[config.mk]
export PLATFORM = sky130hd
export DESIGN_NAME = unidade_controle_jogo
export DESIGN_NICKNAME = d
export VERILOG_FILES = /design/src/rtl/unidade_controle_jogo_pkg.sv /design/src/rtl/unidade_controle_jogo.sv
export SDC_FILE = /design/constraint.sdc
export NUM_CORES = 1
export LEC_CHECK = 0
export CAP_MARGIN = 20
export CORE_MARGIN = 2
export CORE_UTILIZATION = 43
export CTS_BUF_LIST = sky130_fd_sc_hd__clkbuf_16
export DETAILED_ROUTE_END_ITERATION = 10
export GPL_TIMING_DRIVEN = 0
export PLACE_DENSITY = 0.71
export SETUP_SLACK_MARGIN = 0.3
export SKIP_CTS_REPAIR_TIMING = 1
export SKIP_LAST_GASP = 1
export SLEW_MARGIN = 20
export SYNTH_ARGS = -nofsm -noshare
export SYNTH_HDL_FRONTEND = slang
export SYNTH_SLANG_ARGS = --single-unit
[constraint.sdc]
create_clock -name clock -period 1.7 [get_ports clock]
set_input_delay 0.425 -clock clock [delete_from_list [all_inputs] [get_ports clock]]
set_output_delay 0.425 -clock clock [all_outputs]
set_load 0.01 [all_outputs]
[src/rtl/unidade_controle_jogo_pkg.sv]
// -----------------------------------------------------------------------------
// unidade_controle_jogo_pkg
//
// Shared definitions for the memory-game controller: the state encoding
// (the codes are visible on db_estado and are also used by the game top level
// and the bench), the bundle of Moore control/status outputs, and the decoder
// that maps a state to its outputs.
// -----------------------------------------------------------------------------
package unidade_controle_jogo_pkg;

    // State codes are fixed; they are observed externally through db_estado.
    typedef enum logic [3:0] {
        Inicial      = 4'b0000,
        Preparacao   = 4'b0001,
        EsperaJogada = 4'b0010,
        Registra     = 4'b0100,
        Comparacao   = 4'b0101,
        Proximo      = 4'b0110,
        FimAcertou   = 4'b1010,
        FimErrou     = 4'b1110,
        FimTimeout   = 4'b1101
    } estado_e;

    localparam int unsigned EstadoWidth = 4;

    // Control outputs towards fluxo_dados plus the round status flags.
    typedef struct packed {
        logic zera_c;
        logic zera_r;
        logic registra_r;
        logic conta_c;
        logic pronto;
        logic acertou;
        logic errou;
        logic db_timeout;
    } saidas_t;

    localparam saidas_t SaidasNulas = '0;

    // Moore output decoder: every output depends on the state alone.
    function automatic saidas_t decodifica_saidas(input estado_e estado);
        saidas_t s;
        s = SaidasNulas;
        case (estado)
            Preparacao: begin
                s.zera_c = 1'b1;
                s.zera_r = 1'b1;
            end
            Registra: begin
                s.registra_r = 1'b1;
            end
            Proximo: begin
                s.conta_c = 1'b1;
            end
            FimAcertou: begin
                s.pronto  = 1'b1;
                s.acertou = 1'b1;
            end
            FimErrou: begin
                s.pronto = 1'b1;
                s.errou  = 1'b1;
            end
            FimTimeout: begin
                s.pronto     = 1'b1;
                s.errou      = 1'b1;
                s.db_timeout = 1'b1;
            end
            default: begin
                s = SaidasNulas;
            end
        endcase
        return s;
    endfunction

    // Terminal states share the same restart behaviour.
    function automatic logic estado_terminal(input estado_e estado);
        return (estado == FimAcertou) || (estado == FimErrou) || (estado == FimTimeout);
    endfunction

endpackage

[src/rtl/unidade_controle_jogo.sv]
// -----------------------------------------------------------------------------
// unidade_controle_jogo
//
// Moore controller for the memory-game datapath. It walks one round of plays:
// clear the datapath, wait for a play, register it, compare it with the ROM,
// advance the address, and finish in win / wrong play / timeout.
//
// Ports
//   clock               in  system clock, rising edge
//   reset               in  synchronous active-high reset, forces Inicial
//   iniciar             in  start request (level)
//   jogada_feita        in  one-cycle play pulse from the datapath
//   chavesIgualMemoria  in  registered play equals ROM word
//   fimC                in  address counter at its last address
//   timeout             in  play-timeout flag from the datapath
//   zeraC               out clear address counter
//   zeraR               out clear play register and timeout counter
//   registraR           out load play register
//   contaC              out increment address counter
//   pronto              out round finished
//   acertou             out round won
//   errou               out round lost (wrong play or timeout)
//   db_timeout          out round lost by timeout
//   db_estado           out current state code
// -----------------------------------------------------------------------------
module unidade_controle_jogo
    import unidade_controle_jogo_pkg::*;
(
    input  logic                   clock,
    input  logic                   reset,
    input  logic                   iniciar,
    input  logic                   jogada_feita,
    input  logic                   chavesIgualMemoria,
    input  logic                   fimC,
    input  logic                   timeout,
    output logic                   zeraC,
    output logic                   zeraR,
    output logic                   registraR,
    output logic                   contaC,
    output logic                   pronto,
    output logic                   acertou,
    output logic                   errou,
    output logic                   db_timeout,
    output logic [EstadoWidth-1:0] db_estado
);

    estado_e estado_q;
    estado_e estado_d;
    saidas_t saidas_q;

    // Next-state logic.
    always_comb begin
        estado_d = estado_q;
        case (estado_q)
            Inicial: begin
                if (iniciar) begin
                    estado_d = Preparacao;
                end
            end
            Preparacao: begin
                estado_d = EsperaJogada;
            end
            EsperaJogada: begin
                // A timeout takes priority over a play arriving in the same cycle.
                if (timeout) begin
                    estado_d = FimTimeout;
                end else if (jogada_feita) begin
                    estado_d = Registra;
                end
            end
            Registra: begin
                estado_d = Comparacao;
            end
            Comparacao: begin
                // Mismatch is checked first so a wrong last play is an error.
                if (!chavesIgualMemoria) begin
                    estado_d = FimErrou;
                end else if (fimC) begin
                    estado_d = FimAcertou;
                end else begin
                    estado_d = Proximo;
                end
            end
            Proximo: begin
                estado_d = EsperaJogada;
            end
            FimAcertou, FimErrou, FimTimeout: begin
                if (iniciar) begin
                    estado_d = Preparacao;
                end
            end
            default: begin
                // Unused codes recover to the idle state.
                estado_d = Inicial;
            end
        endcase
    end

    // State register with registered Moore outputs. The outputs are decoded
    // from the next state so they line up exactly with the state they belong to.
    always_ff @(posedge clock) begin
        if (reset) begin
            estado_q <= Inicial;
            saidas_q <= SaidasNulas;
        end else begin
            estado_q <= estado_d;
            saidas_q <= decodifica_saidas(estado_d);
        end
    end

    assign zeraC      = saidas_q.zera_c;
    assign zeraR      = saidas_q.zera_r;
    assign registraR  = saidas_q.registra_r;
    assign contaC     = saidas_q.conta_c;
    assign pronto     = saidas_q.pronto;
    assign acertou    = saidas_q.acertou;
    assign errou      = saidas_q.errou;
    assign db_timeout = saidas_q.db_timeout;
    assign db_estado  = estado_q;

endmodule

==> results of run 1 <==
cell usage in the layout, fill, tap and decap left out, types with 2 or more instances in the layout:
cell type,instances
a211oi_4,3
buf_4,8
buf_6,3
clkbuf_16,3
clkdlybuf4s50_1,2
dfxtp_1,8
dfxtp_2,2
dlymetal6s2s_1,16
inv_1,2
nor2_1,6
nor2_2,2
nor3_2,2
nor3b_2,3
or2b_1,2
per-stage QoR:
stage	hold WS [ns]	cell area (um^2)	setup slack (ns)
final	0.836	1050	0.107
after global routing	0.886	1050	0.0809
after CTS	0.768	866	-0.0528
after detailed placement	0.742	787	-0.159
after global placement	0.716	787	-0.152
after floorplan	0.661	588	0.312
cell type report:
class | instances | area (um^2) | share of cell area, %
Clock inverter | 1 | 3.75 | 0.357
Tap cell | 15 | 18.8 | 1.79
Timing Repair Buffer | 25 | 277 | 26.3
Sequential cell | 11 | 226 | 21.5
Multi-Input combinational cell | 39 | 404 | 38.5
Inverter | 1 | 3.75 | 0.357
Buffer | 5 | 42.5 | 4.05
Clock buffer | 3 | 75.1 | 7.14
power groups by stage:
stage | clock [mW] | combinational, mW | sequential (mW)
4_1_cts | 0.423 | 0.158 | 0.279
3_5_place_dp | 0 | 0.156 | 0.283
6_report | 0.418 | 0.203 | 0.280
5_1_grt | 0.437 | 0.216 | 0.282
2_1_floorplan | 0 | 0.0928 | 0.288
3_3_place_gp | 0 | 0.154 | 0.282
kinds of logic after synthesis:
family	Yosys count	share of synthesized area [%]
simple gates	29	38.5
flops	11	37.4
compound gates	9	15.5
buf+inv	6	7.02
xor+xnor	1	1.49
worst paths after layout:
kind | start | end | slack, ns | cells past startpoint
max reg2reg | db_estado[1] | registraR | 0.22 | 5
min reg2reg | db_estado[3] | db_estado[0] | 0.88 | 3
min | fimC | db_estado[3] | 0.84 | 5
max | db_estado[2] | db_estado[2] | 0.11 | 1
sequential cells by signal, summed over array words and instances (netlist names):
name / cells
db_estado: 4
acertou: 1
contaC: 1
db_timeout: 1
errou: 1
pronto: 1
registraR: 1
zeraC: 1
cell usage after synthesis, drive strengths merged:
library cell  count  area, um^2
and4b             1        10.0
a22oi             1        7.51
o21bai            1        7.51
clkbuf            1        3.75
o21ai             3        18.8
a211oi            3        52.6
nor4              1        6.26
or2b              2        15.0
a21oi             1        5.00
nand2b            2        12.5
nor3b             4        35.0
nor3              4        31.3
buf               4        33.8
nor4b             2        30.0
nand3b            2        27.5
xnor2             1        8.76
inv               1        3.75
nor4bb            1        16.3
dfxtp            11         220
nor2b             2        12.5
nor2              8        30.0
metal layers:
| layer | GRT usage (%) | vias up | share of wire (%) |
|---|---|---|---|
| met3 | 3.26 | 4 | 3.3 |
| met1 | 18.3 | 249 | 46 |
| met2 | 27.7 | 13 | 49 |
| met4 | 10.0 | 0 | 2.0 |
| li1 | - | 253 | - |
| met5 | 0 | - | 0 |
==> results.sh, run 1 <==
export IMPL_leakagePower_nw=0.650
export IMPL_clock_power_share_pct=46.4
export IMPL_dp_cells=89
export IMPL_yosysSeqAreaShare_pct=37.4
export IMPL_io_buffers=18
export IMPL_vias=519
export IMPL_fp_dieH_um=41.0
export IMPL_min_period_ns=1.59
export IMPL_htreeDepth=1
export IMPL_clk_latency_ns=0.24
export IMPL_yosys_warnings=0
export IMPL_antenna_cells=0
export IMPL_setup_viol=0
export IMPL_cts_tree="yes"
export IMPL_drc_errors=0
export IMPL_clock_skew_ns=0.00483
export IMPL_clock_path_buffers=2
export IMPL_path_class="reg2out"
export IMPL_syn_num_nets=63
export IMPL_nFillCells=71
export IMPL_fin_nets=93
export IMPL_design_die_area_mm2=0.00168
export IMPL_tns_ns=0
export IMPL_vdd_ir_drop_max_uv=701
export IMPL_power_frac_comb_pct=22.6
export IMPL_ant_nets=0
export IMPL_drive_gt1_share_pct=45.9
export IMPL_arrival_ns=1.17
export IMPL_fmax_ghz=0.628
export IMPL_viasPerCell=5.19
export IMPL_worst_slew_pin_slew_ns=0.464
export IMPL_synth_seq_cells=11
export IMPL_p_total_mw=0.901
export IMPL_drv_slew=0
export IMPL_core_mm2=0.00128
export IMPL_rsz0062_at_grt="yes"
export IMPL_relSlewSlack_pct=69.1
export IMPL_numCtsBuffers=3
export IMPL_internal_power_mw=0.687
export IMPL_syn_inst=56
export IMPL_worstSetupStartpointType="flip-flop"
export IMPL_clkSlewWorstSetupHoldPaths_ns=0.04
export IMPL_grt_max_degree=11
export IMPL_hpwl_um=799
export IMPL_fin_cells=100
export IMPL_crit_family="buffers and inverters"
export IMPL_gp_congestion=0.704
export IMPL_drt_total_wl_um=1520
export IMPL_grt_total_usage_pct=16.3
export IMPL_cap_violations=0
export IMPL_outcome="complete, no violations"
export IMPL_row_count=13
export IMPL_cp_buffers_inverters=1
export IMPL_clockRootBuffer="clkbuf_16"
export IMPL_grt_pass1_wl_um=1740
export IMPL_required_ns=1.27
export IMPL_synth_cell_type_count=28
export IMPL_fin_crit_sh_pct=93.7
export IMPL_hp_class="in2reg"
export IMPL_cp_cell_sequence="clkdlybuf4s50_1"
export IMPL_syn_area_um2=588
export IMPL_p_switching_mw=0.214
export IMPL_p_per_area_mw_per_mm2=857
export IMPL_antenna_found_initial=0
export IMPL_clock_sinks=11
export IMPL_crit_path_top_delay_cell="clkdlybuf4s50_1"
export IMPL_cp_max_fo=8
export IMPL_endpoint_kind="output port"
export IMPL_start_util_pct=45.8
export IMPL_die_w_um=41.0
export IMPL_dr_pass1_iters=4
export IMPL_seqPwrFrac_pct=31.1
export IMPL_hold_viol_final=0
export IMPL_grt_pass1_vias=424
export IMPL_area_growth_synth_to_final_pct=78.7
export IMPL_initialDrtViolationCount=6
export IMPL_utilization_pct=81.8
export IMPL_slowest_delay_ns=0.54
export IMPL_ios=19
export IMPL_avgRoutedWirePerCell_um=15.2
export IMPL_switching_share_pct=23.7
export IMPL_syn_avg_cell_area_um2=10.5
export IMPL_grt_overflow=0
Note: power is estimated with default switching activity, not from simulation.
==> run 2, diff against run 1 <==
--- a/config.mk
+++ b/config.mk
@@ -12,7 +12,7 @@
 export DETAILED_ROUTE_END_ITERATION = 10
 export GPL_TIMING_DRIVEN = 0
 export PLACE_DENSITY = 0.71
-export SETUP_SLACK_MARGIN = 0.3
+export SETUP_SLACK_MARGIN = 0.4
 export SKIP_CTS_REPAIR_TIMING = 1
 export SKIP_LAST_GASP = 1
 export SLEW_MARGIN = 20
==> results.sh, run 2 (synthesis gave the netlist of run 1 again) <==
export IMPL_grt_total_usage_pct=17.3
export IMPL_fmax_ghz=0.666
export IMPL_worstHoldPathCells=3
export IMPL_ios=19
export IMPL_grt_max_degree=11
export IMPL_hpwl_um=840
export IMPL_drive_gt1_share_pct=49.4
export IMPL_holdPathEnd="db_estado[0]"
export IMPL_nFillCells=65
export IMPL_row_count=13
export IMPL_antenna_cells=0
export IMPL_initialDrtViolationCount=2
export IMPL_io_buffers=18
export IMPL_htreeDepth=1
export IMPL_leakagePower_nw=0.665
export IMPL_cts_tree="yes"
export IMPL_worstSetupStartpointType="flip-flop"
export IMPL_numCtsBuffers=3
export IMPL_core_mm2=0.00128
export IMPL_worstRegToRegCells=6
export IMPL_hold_viol_final=0
export IMPL_fin_nets=93
export IMPL_clkSlewWorstSetupHoldPaths_ns=0.04
export IMPL_hp_class="reg2reg"
export IMPL_grt_pass1_wl_um=1820
export IMPL_final_cell_mix="dlymetal6s2s_1 (17), dfxtp_1 (8), buf_4 (6)"
export IMPL_die_w_um=41.0
export IMPL_ant_nets=0
export IMPL_grt_overflow=0
export IMPL_design_die_area_mm2=0.00168
export IMPL_reg2reg_from="db_estado[3]"
export IMPL_regArea_um2=224
export IMPL_vdd_ir_drop_max_uv=1180
export IMPL_min_from="db_estado[3]"
export IMPL_cap_violations=0
export IMPL_tns_ns=0
export IMPL_fp_dieH_um=41.0
export IMPL_cp_max_fo=9
export IMPL_clk_latency_ns=0.23
export IMPL_vias=521
export IMPL_required_ns=1.84
export IMPL_clock_skew_ns=0.00125
export IMPL_dr_pass1_iters=2
export IMPL_relSlewSlack_pct=74.2
export IMPL_r2r_setup_slack_ns=0.20
export IMPL_clock_path_buffers=2
export IMPL_start_util_pct=45.8
export IMPL_avgRoutedWirePerCell_um=15.8
export IMPL_grt_pass1_vias=421
export IMPL_antenna_found_initial=0
export IMPL_path_class="reg2reg"
export IMPL_viasPerCell=5.21
export IMPL_gp_congestion=0.712
export IMPL_largest_reg_flops=4
export IMPL_clockRootBuffer="clkbuf_16"
export IMPL_clock_sinks=11
export IMPL_p_per_area_mw_per_mm2=834
export IMPL_final_common_cell="dlymetal6s2s_1"
export IMPL_endpoint_kind="flip-flop"
export IMPL_area_growth_synth_to_final_pct=84.9
export IMPL_min_period_ns=1.50
export IMPL_r2r_end="contaC"
export IMPL_drt_total_wl_um=1580
export IMPL_arrival_ns=1.64
export IMPL_setup_viol=0
export IMPL_drc_errors=0
export IMPL_multi_input_area_um2=433
export IMPL_drv_slew=0
export IMPL_outcome="complete, no violations"
export IMPL_rsz0062_at_grt="yes"
export IMPL_timing_hold_ws_ns=0.754
export IMPL_fin_crit_sh_pct=88.3
export IMPL_worst_slew_pin_slew_ns=0.386
## run 2: per-stage QoR
stage	utilization, %	cells	setup WS, ns	total power [mW]	instance area, um^2
floorplan	-	56	0.375	0.393	627
finish	84.6	100	0.199	0.907	1090
detailed placement	64.3	89	-0.254	0.453	826
CTS	70.4	93	-0.0361	0.865	905
global route	84.6	100	0.101	0.940	1090
global placement	64.3	89	-0.278	0.451	826
## run 2: worst max-delay path by stage
stage | startpoint | end | slack, ns | depth (start not counted)
3_5_place_dp | iniciar | registraR | -0.25 | 5
5_1_grt | db_estado[3] | contaC | 0.10 | 6
6_report | db_estado[3] | contaC | 0.20 | 6
3_3_place_gp | iniciar | registraR | -0.28 | 5
4_1_cts | iniciar | registraR | -0.04 | 5
2_1_floorplan | db_estado[1] | registraR | 0.38 | 5
## run 2: critical path: stages (launching register included)
cell	delay, ns
dfxtp_1	0.34
buf_6	0.17
nand2b_1	0.13
nor3b_2	0.29
a211oi_4	0.10
buf_4	0.17
nor4b_2	0.22
## run 2: area by class of cell
type	instances	share of cell area, %
Inverter	1	0.345
Buffer	5	4.26
Timing Repair Buffer	25	26.0
Clock inverter	1	0.345
Multi-Input combinational cell	39	39.8
Sequential cell	11	20.6
Tap cell	15	1.73
Clock buffer	3	6.90
## run 2: layer usage
layer	wire length, um	up-vias	part of all wire (%)	global-route usage, %
li1	-	253	-	-
met1	690	258	44	20.6
met2	830	10	53	26.6
met3	55	0	3.5	9.24
met4	0	0	0	5.00
met5	0	-	0	0
## run 2: where the power goes
part,internal [mW],switching (mW)
Combinational,0.111,0.0998
Sequential,0.272,0.00870
Clock,0.308,0.108
